<file path="src/rtl/expr_paren_checker_pkg.sv">
// Shared encodings for the serial expression recognisers: state, character class, ASCII.
// Pure declarations; no timing, no flow control.
package expr_pkg;

    typedef enum logic [1:0] {
        EXPECT = 2'b00,
        NUM    = 2'b01,
        CLOSE  = 2'b10,
        DEAD   = 2'b11
    } state_e;

    typedef enum logic [2:0] {
        DIG = 3'd0,
        OP  = 3'd1,
        LP  = 3'd2,
        RP  = 3'd3,
        OTH = 3'd4
    } cls_e;

    localparam logic [7:0] CH_0     = 8'h30;
    localparam logic [7:0] CH_9     = 8'h39;
    localparam logic [7:0] CH_PLUS  = 8'h2B;
    localparam logic [7:0] CH_MINUS = 8'h2D;
    localparam logic [7:0] CH_STAR  = 8'h2A;
    localparam logic [7:0] CH_SLASH = 8'h2F;
    localparam logic [7:0] CH_LP    = 8'h28;
    localparam logic [7:0] CH_RP    = 8'h29;

    // Operator-mask bit positions.
    localparam int OPB_PLUS  = 0;
    localparam int OPB_MINUS = 1;
    localparam int OPB_STAR  = 2;
    localparam int OPB_SLASH = 3;

    function automatic logic is_digit(input logic [7:0] ch);
        return (ch >= CH_0) && (ch <= CH_9);
    endfunction

endpackage

</file>
<file path="src/rtl/expr_paren_checker_char_class.sv">
// Combinational ASCII classifier; operators whose mask bit is clear are treated as OTH.
// Zero latency, no flow control.
module expr_char_class
    import expr_pkg::*;
(
    input  logic [7:0] ch_i,
    input  logic [3:0] op_mask_i,
    output cls_e       cls_o
);

    always_comb begin
        cls_o = OTH;
        if (is_digit(ch_i)) begin
            cls_o = DIG;
        end else begin
            unique case (ch_i)
                CH_LP:    cls_o = LP;
                CH_RP:    cls_o = RP;
                CH_PLUS:  cls_o = op_mask_i[OPB_PLUS]  ? OP : OTH;
                CH_MINUS: cls_o = op_mask_i[OPB_MINUS] ? OP : OTH;
                CH_STAR:  cls_o = op_mask_i[OPB_STAR]  ? OP : OTH;
                CH_SLASH: cls_o = op_mask_i[OPB_SLASH] ? OP : OTH;
                default:  cls_o = OTH;
            endcase
        end
    end

endmodule

</file>
<file path="config.mk">
export PLATFORM = sky130hd
export DESIGN_NAME = expr_char_class
export DESIGN_NICKNAME = d
export VERILOG_FILES = /design/src/rtl/expr_paren_checker_pkg.sv /design/src/rtl/expr_paren_checker_char_class.sv
export SDC_FILE = /design/constraint.sdc
export NUM_CORES = 1
export LEC_CHECK = 0
export CORE_AREA = 2 2 39 41
export DETAILED_ROUTE_END_ITERATION = 7
export DIE_AREA = 0 0 41 43
export PLACE_DENSITY_LB_ADDON = 0.1
export SLEW_MARGIN = 20
export SYNTH_ARGS = -nofsm -noshare
export SYNTH_HDL_FRONTEND = slang
export SYNTH_SLANG_ARGS = --single-unit
</file>
<file path="constraint.sdc">
create_clock -name vclk -period 1.75
set_clock_uncertainty 0.2 [all_clocks]
set_input_delay 0.35 -clock vclk [all_inputs]
set_output_delay 0.35 -clock vclk [all_outputs]
set_load 0.02 [all_outputs]
</file>
==> impl_metrics.yaml <==
final_layout:
  seqCellArea_um2: 0
  final_nets: 50
  stdcell_count: 52
  insertedDiodeCount: 0
  seq_cells: 0
  area_delta_synth_final_pct: 273.5
  n_fill_cell: 161
  drive_gt1_share_pct: 72.22
  multi_input_area_um2: 178.9
  layout_commonest_cell: "buf_4"
  nClkBuffers: 0
  final_cell_mix: "buf_4 (6), buf_2 (5), buf_6 (5)"
floorplan:
  start_util_pct: 7.505
  fp.dieH_um: 43
  pin_count: 15
  rows: 14
  die_x_um: 41
  core_area_um2: 1384
  die_area_um2: 1763
min_path:
  min_path_cells: 4
  hp-class: "in2out"
setup_path:
  critPathKind: "in2out"
  path_buf_inv: 2
  slowest_stage: "o31a_1"
  required_ps: 1200
  crit_family: "simple AND/OR/NAND/NOR gates"
  cpPeakStageDelay_ps: 320
  critPathLaunchType: "primary input"
  worstPathArrival_ps: 1270
  path_common_cell: "buf_6"
  endpoint_kind: "primary output"
  crit_chain: "buf_6, nor3b_4, nand3b_1, o31a_1, buf_6"
  cp_num_cells: 5
  critPathMaxFanout: 3
sta:
  tightest_slew_ps: 258.6
  maxClockFrequency_ghz: 0.5500
  finalSetupViolCount: 2
  hold_viol_final: 0
  fin_crit_sh_pct: 103.9
  maxSlewHeadroom_pct: 82.76
  final.min_clock_period_ps: 1818
  rsz0062_at_grt: "yes"
  drv_slew: 0
  fin_ws_ps: -68.12
synth:
  syn_inst: 14
  synth_top_cell_area_share_pct: 14.46
  netlist_top_cells_area: "mux2_4 (14%), a21boi_2 (11%), nor3_1 (9.6%)"
  synth_area_um2: 103.9
  syn_nets: 26
  seq_area_frac_synth_pct: 0
  syn_area_per_cell_um2: 7.418
  yosysWarnings: 0
  synth.largest_area_cell: "mux2_4"
  yosysUniqueCellTypes: 13
power:
  peakVddDrop_uv: 45.58
  sequentialPowerShare_pct: 0
  p_sw_share_pct: 40.73
  p_int_w: 0.00004323
  cellPowerDensity_nw_per_um2: 188.0
  power_w: 0.00007293
  pwr-share-comb_pct: 100.0
  clockPowerShare_pct: 0
  p_leak_nw: 0.1667
  p_sw_w: 0.00002970
grt:
  grt_pass1_vias: 230
  grt_overflow_total: 0
  grt_antenna_before_repair: 0
  grt_max_degree: 5
  grt_pass1_wl_um: 945
  grt.total_usage_pct: 7.592
place:
  dpl_worst_slack_ps: -1015
  place_hpwl_um: 478.2
  dp.cells: 49
  io_buffers: 15
  gp_congestion: 0.5648
route:
  wl_per_cell_um: 11.44
  drtIter0Drc: 1
  vias_per_cell: 3.962
  wl_um: 595
  drcViolationCount: 0
  vias: 206
  ant_nets: 0
  drt_pass1_iterations: 4
clocking:
  ctsHoldBuffers: 0
outcome:
  status: "finished, violations left"
  violations: "setup timing"
run:
  max_cap_violations: 0
[routing by layer]
metal	vias to the layer above	routed length (µm)	track usage, %
met5	-	0	0
met4	0	0	0
met3	0	25	0
met2	10	307	14.69
met1	95	262	9.177
li1	101	-	-
[worst min-delay path, stage by stage]
cell and delay, ps:
buf_2 130, buf_4 130, nor3_4 40, buf_6 120
[what timing repair did]
action                     4_1_cts  5_1_grt
pin swaps                        6        0
resized for setup               60        6
buffers inserted                 1        2
setup endpoints to repair        3        3
[metrics by stage]
stage | cell area [µm²] | util, % | setup TNS (ps) | hold WS [ps]
global route | 387.9 | 28.03 | -241.0 | 935.5
finish | 387.9 | 28.03 | -99.10 | 916.5
global placement | 309.0 | 22.33 | -2644 | 1661
CTS | 340.3 | 24.59 | -73.93 | 937.8
floorplan | 108.9 | - | -9.693 | 583.1
detailed placement | 309.0 | 22.33 | -2769 | 1652
[cells in the mapped netlist]
cell,n
a21boi_2,1
nor3_1,2
mux2_4,1
nor2b_1,1
inv_1,1
nor3b_1,1
o31a_1,1
nand2b_1,1
o21ai_0,1
a221oi_1,1
nand3b_1,1
a2111oi_0,1
nand3_1,1
[final cells by class]
cell class         count  area share [%]
repair buffers        22           47.74
multi-input cells     13           46.13
well taps             16           5.161
inverters              1          0.9677
[path summary, 6_finish.rpt]
check,start,to,slack [ps]
min,ch_i[2],cls_o[1],920
max,ch_i[6],cls_o[2],-70
[power by group through the flow]
stage / sequential, W / combinational, W / clock (W)
floorplan: 0 / 0.0000151 / 0
global placement: 0 / 0.0000560 / 0
detailed placement: 0 / 0.0000577 / 0
CTS: 0 / 0.0000654 / 0
global route: 0 / 0.0000790 / 0
finish: 0 / 0.0000729 / 0
[kinds of logic (layout without fill, tap and decap cells)]
group | count (synthesis) | in the layout | share of synthesized area (%)
AO/OA/AOI/OAI | 5 | 5 | 40.96
multiplexers | 1 | 1 | 14.45
AND/OR/NAND/NOR | 7 | 7 | 40.97
buffers and inverters | 1 | 23 | 3.611
No activity file was read; power rests on OpenSTA's default activity.
